## src/rtl/fetch_pkg.sv

```systemverilog
`default_nettype none
// ============================================================================
// Module      : fetch_pkg
// Description : Shared types and constants for the instruction fetch stage:
//               buffer occupancy encoding and datapath widths.
// Revision    : 1.0 - initial release
// ============================================================================
package fetch_pkg;

    localparam int INSTR_W = 32;
    localparam int PC_W    = 32;
    localparam logic [PC_W-1:0] PC_INC = 32'd4;

    // Occupancy of the two-entry fetch buffer
    typedef enum logic [1:0] {
        EMPTY = 2'd0,
        ONE   = 2'd1,
        FULL  = 2'd2
    } fetch_state_t;

endpackage : fetch_pkg
`default_nettype wire

```

## src/rtl/fetch_buffer.sv

```systemverilog
`default_nettype none
// ============================================================================
// Module      : fetch_buffer
// Description : Two-entry FIFO of {pc, instr} pairs between instruction memory
//               and decode. Head entry drives the outputs directly; flush
//               empties the buffer and overrides push/pop.
// Revision    : 1.0 - initial release
// ============================================================================
module fetch_buffer
    import fetch_pkg::*;
(
    input  logic               clk,
    input  logic               rst_n,
    input  logic               push,
    input  logic               pop,
    input  logic               flush,
    input  logic [PC_W-1:0]    push_pc,
    input  logic [INSTR_W-1:0] push_instr,
    output fetch_state_t       state,
    output logic               head_valid,
    output logic [PC_W-1:0]    head_pc,
    output logic [INSTR_W-1:0] head_instr
);

    fetch_state_t       r_state;
    logic               r_head;
    logic [PC_W-1:0]    r_pc    [2];
    logic [INSTR_W-1:0] r_instr [2];

    logic w_tail;
    logic w_push;
    logic w_pop;

    // With one entry the free slot is the one after head; when empty, or
    // when full and the head is leaving this cycle, the head slot is reused.
    assign w_tail = (r_state == ONE) ? ~r_head : r_head;
    assign w_push = push && !flush;
    assign w_pop  = pop && !flush && (r_state != EMPTY);

    // Occupancy FSM, head pointer and entry storage
    always_ff @(posedge clk or negedge rst_n) begin
        if (!rst_n) begin
            r_state    <= EMPTY;
            r_head     <= 1'b0;
            r_pc[0]    <= '0;
            r_pc[1]    <= '0;
            r_instr[0] <= '0;
            r_instr[1] <= '0;
        end else if (flush) begin
            // Stored data is left in place; only occupancy is cleared
            r_state <= EMPTY;
        end else begin
            if (w_push) begin
                r_pc[w_tail]    <= push_pc;
                r_instr[w_tail] <= push_instr;
            end
            if (w_pop) begin
                r_head <= ~r_head;
            end
            case (r_state)
                EMPTY: if (w_push)            r_state <= ONE;
                ONE: begin
                    if (w_push && !w_pop)      r_state <= FULL;
                    else if (w_pop && !w_push) r_state <= EMPTY;
                end
                FULL:  if (w_pop && !w_push)  r_state <= ONE;
                default:                      r_state <= EMPTY;
            endcase
        end
    end

    assign state      = r_state;
    assign head_valid = (r_state != EMPTY);
    assign head_pc    = r_pc[r_head];
    assign head_instr = r_instr[r_head];

endmodule : fetch_buffer
`default_nettype wire

```

## src/rtl/fetch_unit.sv

```systemverilog
`default_nettype none
// ============================================================================
// Module      : fetch_unit
// Description : Instruction fetch stage. Owns the PC, presents it to the
//               combinational instruction memory, buffers returned words in
//               a two-entry FIFO and redirects/flushes on taken branches.
//               Optional performance counters enabled by FETCH_PERF_EN.
// Revision    : 1.0 - initial release
// ============================================================================
module fetch_unit
    import fetch_pkg::*;
#(
    parameter logic [PC_W-1:0] RESET_PC = 32'h0000_0000
) (
    input  logic               clk,
    input  logic               rst_n,
    output logic [PC_W-1:0]    imem_pc,
    input  logic [INSTR_W-1:0] imem_instr,
    input  logic               branch_taken,
    input  logic [PC_W-1:0]    branch_addr,
    output logic               out_valid,
    input  logic               out_ready,
    output logic [PC_W-1:0]    out_pc,
    output logic [INSTR_W-1:0] out_instr
`ifdef FETCH_PERF_EN
    ,
    output logic [31:0]        perf_fetch_cnt,
    output logic [31:0]        perf_redirect_cnt
`endif
);

    logic [PC_W-1:0] r_pc;
    fetch_state_t    w_state;
    logic            w_valid;
    logic            w_pop;
    logic            w_push;
    logic [PC_W-1:0] w_target;

    // A redirect suppresses both push and pop for that cycle
    assign w_pop    = w_valid && out_ready && !branch_taken;
    assign w_push   = !branch_taken && ((w_state != FULL) || w_pop);
    assign w_target = branch_addr & ~32'h0000_0003;

    // Program counter: redirect wins, otherwise advance on each fetch
    always_ff @(posedge clk or negedge rst_n) begin
        if (!rst_n) begin
            r_pc <= RESET_PC;
        end else if (branch_taken) begin
            r_pc <= w_target;
        end else if (w_push) begin
            r_pc <= r_pc + PC_INC;
        end
    end

    fetch_buffer u_buffer (
        .clk        (clk),
        .rst_n      (rst_n),
        .push       (w_push),
        .pop        (w_pop),
        .flush      (branch_taken),
        .push_pc    (r_pc),
        .push_instr (imem_instr),
        .state      (w_state),
        .head_valid (w_valid),
        .head_pc    (out_pc),
        .head_instr (out_instr)
    );

    assign imem_pc   = r_pc;
    assign out_valid = w_valid;

`ifdef FETCH_PERF_EN
    logic [31:0] r_fetch_cnt;
    logic [31:0] r_redirect_cnt;

    // Count fetches and redirects; both wrap naturally at 2^32
    always_ff @(posedge clk or negedge rst_n) begin
        if (!rst_n) begin
            r_fetch_cnt    <= '0;
            r_redirect_cnt <= '0;
        end else begin
            if (w_push)       r_fetch_cnt    <= r_fetch_cnt + 32'd1;
            if (branch_taken) r_redirect_cnt <= r_redirect_cnt + 32'd1;
        end
    end

    assign perf_fetch_cnt    = r_fetch_cnt;
    assign perf_redirect_cnt = r_redirect_cnt;
`endif

endmodule : fetch_unit
`default_nettype wire

```

## config.mk

```make
export PLATFORM = sky130hd
export DESIGN_NAME = fetch_unit
export DESIGN_NICKNAME = d
export VERILOG_FILES = /design/src/rtl/fetch_pkg.sv /design/src/rtl/fetch_buffer.sv /design/src/rtl/fetch_unit.sv
export SDC_FILE = /design/constraint.sdc
export NUM_CORES = 1
export LEC_CHECK = 0
export ABC_AREA = 0
export CAP_MARGIN = 40
export CORE_MARGIN = 3
export CORE_UTILIZATION = 51
export DETAILED_ROUTE_END_ITERATION = 8
export PLACE_DENSITY = 0.81
export SYNTH_ARGS = -nofsm -noshare
export SYNTH_HDL_FRONTEND = slang
export SYNTH_SLANG_ARGS = --single-unit
```

## constraint.sdc

```tcl
create_clock -name clk -period 2.2 [get_ports clk]
set_input_delay 0.44 -clock clk [delete_from_list [all_inputs] [get_ports clk]]
set_output_delay 0.44 -clock clk [all_outputs]
set_load 0.03 [all_outputs]
```

# Word-level counts from Yosys, hierarchy flattened
# Index checks and enable logic that the tools add are counted.
classes:
  add_sub_neg: 1
  n_lt_le_gt_ge: 3
  n_eq_ne: 6
  mux: 19
  n_bitwise: 4
  n_reduce_logical: 19
op_table:
  columns: ["cell", "count"]
  rows:
  - ["$mux 32", 9]
  - ["$bwmux 64", 2]
  - ["$add 32x3->32 const B", 1]
  - ["$demux 32 s1", 1]
  - ["$mux 2", 5]
  - ["$logic_and 1x1->1", 9]
  - ["$ne 3x2->1 const B", 2]
  - ["$pmux 2 s3", 1]
  - ["$ge 2x2->1 const B", 2]
  - ["$ne 4x4->1 const B", 1]
  - ["$not 1->2", 2]
  - ["$reduce_and 2->1", 2]
  - ["$reduce_bool 2->1", 2]
  - ["$logic_not 1->1", 3]
  - ["$reduce_and 3->1", 1]
  - ["$eq 2x1->1 const B", 1]
  - ["$eq 2x2->1 const B", 1]
  - ["$logic_not 2->1", 1]
  - ["$lt 2x1->1 const B", 1]
  - ["$ne 2x2->1 const B", 1]
  - ["$not 1->1", 2]
  - ["$logic_or 1x1->1", 1]
  - ["$mux 1", 1]
totals:
  regBits: 163
  in_bits: 68
  out_inout_bits: 97
  word_cells: 59

# Logic depth before layout (Yosys ltp)
depth:
  depth_word: 12
  mapped_depth: 6

# Modules after synthesis
# Synthesis repeated with hierarchy kept, for this count alone.
unflattened:
  cells_unflattened: 1484
  hier_area_um2: 13442.9
by_module_without_submodules:
  columns: ["mod", "instances", "cells_each", "area_each_um2"]
  rows:
  - ["fetch_buffer", 1, 1271, 11571.1]
  - ["fetch_unit", 1, 213, 1871.8]

# Worst setup path after synthesis
# No wires, ideal clock.
synth_path:
  kind: "register to register"
  from: "reg r_pc[2], in the netlist imem_pc[2]"
  to: "reg r_pc[24], in the netlist imem_pc[24]"
  setup_time_ns: 0.082
  arrival_time_ns: 2.023
  slack_ns: 0.095
  stages_incl_launch_ff: 6
  n_path_buf: 0
  period_less_slack_ns: 2.105
  path_cell_list: "dfrtp_1 -> ha_1 -> nand3_2 -> or4_4 -> or4_1 -> a31oi_1"
synth_via:
  elab_chain_len: 3
synth_lines:
  columns: ["element", "line", "rtl"]
  rows:
  - ["from (decl)", "fetch_unit.sv:32", "logic [PC_W-1:0] r_pc;"]
  - ["from (signal assigned)", "fetch_unit.sv:49", "r_pc <= w_target;"]
  - ["from (signal assigned)", "fetch_unit.sv:51", "r_pc <= r_pc + PC_INC;"]
  - ["$add 32x3->32", "fetch_unit.sv:51", null]
  - ["$mux 32", "fetch_unit.sv:50", "end else if (w_push) begin"]
  - ["$mux 32", "fetch_unit.sv:48", "end else if (branch_taken) begin"]
# No other way between the ends. The select of a mux whose other input is x is not followed.
# A chain may end at the register's enable or synchronous reset.

# Final worst setup path
layout_path:
  from: "reg u_buffer.r_head"
  to: "out out_pc[24]"
layout_via:
  elab_chain_len: 4
layout_lines:
  columns: ["element", "line", "rtl"]
  rows:
  - ["from (decl)", "fetch_buffer.sv:26", "logic r_head;"]
  - ["from (signal assigned)", "fetch_buffer.sv:58", "r_head <= ~r_head;"]
  - ["$not 1->2 (implied by the code)", "fetch_buffer.sv:74", "assign head_pc = r_pc[r_head];"]
  - ["$mux 32 (implied by the code) (3 in a row)", "fetch_buffer.sv:74", null]
  - ["to (decl)", "fetch_unit.sv:23", "output logic [PC_W-1:0] out_pc,"]
# No other way between the ends. The select of a mux whose other input is x is not followed.

==> metrics.md <==
| Metric | Value |
|---|---|
| Vias | 5455 |
| Dpl hpwl | 12400 microns |
| DP Area | between 9000 and 10000 sq um |
| Headroom to the max-slew limit | 60.8% |
| Share of cells above drive strength 1 | 34.4% |
| Slowest stage cell, crit path | dfrtp_2 |
| Mapped Cells | 576 |
| Final Setup Violations | 0 |
| Initial antenna violation count | 0 |
| Most common cell after layout, fill and taps aside | dfrtp_1 |
| Starting Density | 52.5% |
| FF-to-FF Start | u_buffer.r_head |
| Unrepaired setup endpoints after global routing | false |
| CP Capture Type | output pin |
| Sink Count | 157 |
| Root Buffer | clkbuf_16 |
| Drt total wl | 18700 microns |
| Total gr overflow | 0 |
| Yosys Warn Count | 0 |
| DR WL/cell | 19.7 microns |
| Cells along the critical path | buf_4 > clkbuf_16 > mux2_2 > buf_2 |
| Die area | 15900 sq um |
| Design Power | 14.8 mW |
| Static Leak | between 4 and 5 nW |
| Later-pin clock latency in the skew report | 420 ps |
| Antenna cells | 0 |
| DRC | 0 |
| Cell family with the largest share of critical-path delay | buffers and inverters |
| Clock skew after layout | 6.98 ps |
| Hold WS | 12.7 ps |
| Fin area | 9920 sq um |
| Flops & latches, synth | 157 |
| R2R cell count | 6 |
| Final Cycle Share | 97.0% |
| Die Wd | between 100 and 150 microns |
| Layout Cells excl Fill | ~950 |
| DP Worst Slack | -137 ps |
| CP arrival | 1690 ps |
| Placed Cells | slightly above 900 |
| First-pass GRT wire length | roughly 30000 microns |
| Synth Cell Area | 7380 sq um |
| TritonCTS Buffers | 17 |
| Vias per inst | 5.75 |
| Final nets | 824 |
| Largest net degree at the start of global routing | 62 |
| Cell area power density | 1490 nW/um^2 |
| Synth Area per Inst | 12.8 sq um |
| Post-synthesis sequential area ratio | 53.2% |
| Unique masters post-synth | 47 |
| I/O pin total | 165 |
| Delay of the slowest critical-path stage | 400 ps |
| Number of global-route vias before repair | 5830 |
| Final WS setup | 65.3 ps |
| # port buffers | 158 |
| Maxcap violations | 0 |
| Fin. Hold Viols | 0 |
| R2R Path End | u_buffer.r_instr[22] |
| Startpoint type of the worst setup path | flop |
| H-tree lvl count | 4 |
| Antenna viol nets, final | 0 |
| Buf/Inv on CP | 3 |
| Setup TNS | 0 ps |
| Util after Layout | 70.6% |
| Row cnt | 43 |
| Fmax | between 400 and 500 MHz |
| Critical path peak fanout | 9 |
| Most frequent cells in the layout | dfrtp_1, mux2_2, clkdlybuf4s50_1, mux2_1 |
| Least-Margin Pin Slew | 587 ps |
| Area Growth Syn to Fin | 34.4% |
| Min Tclk post-route | 2130 ps |
| Status | finished clean |
| Hold WC Path Type | in -> async |
| Worst EP required | 1760 ps |
| Die H | 126 microns |
| Gpl congestion | around 0.82 |
| Fin. max-slew vios | 0 |
| Crit path kind | reg -> out |
| First-pass iteration count of the detailed router | 5 |
| FF-to-FF setup slack | 90 ps |
| GRT Overall Usage | 23.7% |
| Core Area | 14000 sq um |
| VDD IR max | 0.768 mV |
| Reg clk slew, reported paths | 60 ps |
| CTS tree | built |
| Max clock buf depth | 2 |
| Iteration-0 DRC Markers | ~330 |
[kinds of logic (layout without fill, tap and decap cells)]
| kind of cell | count (synthesis) | after routing | share of synthesized area [%] |
|---|---|---|---|
| AOI/OAI and AO/OA | 49 | 49 | 4.56 |
| xor gates and xnor gates | 11 | 11 | 1.31 |
| adders and majority gates | 1 | 1 | 0.170 |
| buffers and inverters | 47 | 236 | 2.88 |
| DFF | 157 | 157 | 53.2 |
| muxes | 187 | 187 | 28.5 |
| other | 1 | 4 | 0.0508 |
| and+or+nand+nor | 123 | 123 | 9.26 |
[sequential cells by signal, indices dropped and copies added, names as in the netlist]
name and flops:
imem_pc 30, u_buffer.r_head 1, u_buffer.r_instr 64, u_buffer.r_pc 60, u_buffer.state 2
[timing repair]
action,CTS,global route
setup buffers,0,2
setup endpoints to repair,58,59
resized for setup,170,71
pin swaps,0,1
cloned,1,1
hold buffers,0,0
[worst max-delay path by stage]
stage	start	to	slack (ps)	cells past startpoint
6_report	u_buffer.r_head	out_pc[24]	70	4
3_3_place_gp	out_ready	imem_pc[24]	-100	6
4_1_cts	u_buffer.r_head	out_pc[19]	-110	3
3_5_place_dp	out_ready	u_buffer.r_pc[35]	-140	6
2_1_floorplan	imem_pc[2]	imem_pc[24]	90	5
5_1_grt	u_buffer.r_head	u_buffer.r_pc[18]	9	6
[routing by layer]
layer	part of all wire [%]	GRT usage, %
met2	49	39.9
met4	1.8	6.37
met5	0	0
met1	42	30.7
met3	6.6	6.23
[cells in the mapped netlist, drive strengths merged]
master,count,share of area [%]
a211o,1,0.12
mux2i,1,0.14
nand4,17,1.4
a31oi,8,0.68
nor4,6,0.51
or3,3,0.25
nor3,7,0.47
or3b,1,0.12
a311o,3,0.41
mux2,186,28
inv,6,0.31
o31ai,11,1.1
and2b,1,0.10
o311ai,1,0.12
a21oi,3,0.20
nand2b,3,0.29
o41ai,1,0.12
o21a,1,0.10
nand3,18,1.3
o21ai,12,0.81
a311oi,1,0.12
xnor2,9,1.1
a41oi,1,0.12
nand2,25,1.3
conb,1,0.051
ha,1,0.17
nor4b,3,0.36
buf,29,2.0
a221o,1,0.14
or4,8,0.86
nor2b,6,0.51
nor2,14,0.71
or2,2,0.17
nor3b,4,0.41
dfrtp,157,53
and4,2,0.24
a211oi,1,0.10
xor2,2,0.24
a22oi,4,0.41
clkbuf,12,0.61
and3,3,0.25
[report_power, final]
part	internal, mW	total (mW)	switching (mW)
clock	1.82	2.95	1.13
combinational	3.24	7.07	3.83
sequential	4.12	4.81	0.687
total	9.18	14.8	5.65
[worst register-to-register path: stages, from the launching register on]
cell     delay [ps]
dfrtp_2         440
buf_4           160
buf_16          170
xnor2_1         370
or3_4           260
buf_12          220
mux2_1          370
[area by class of cell]
| class | instances | area, sq um |
|---|---|---|
| Timing Repair Buffer | 198 | 1870 |
| Clock buffer | 23 | 498 |
| Multi-Input combinational cell | 375 | 3270 |
| Inverter | 6 | 22.5 |
| Fill cell | 1009 | 4120 |
| Tap cell | 180 | 225 |
| Sequential cell | 157 | 3930 |
| Clock inverter | 9 | 109 |
(Power assumes the default switching activity.)
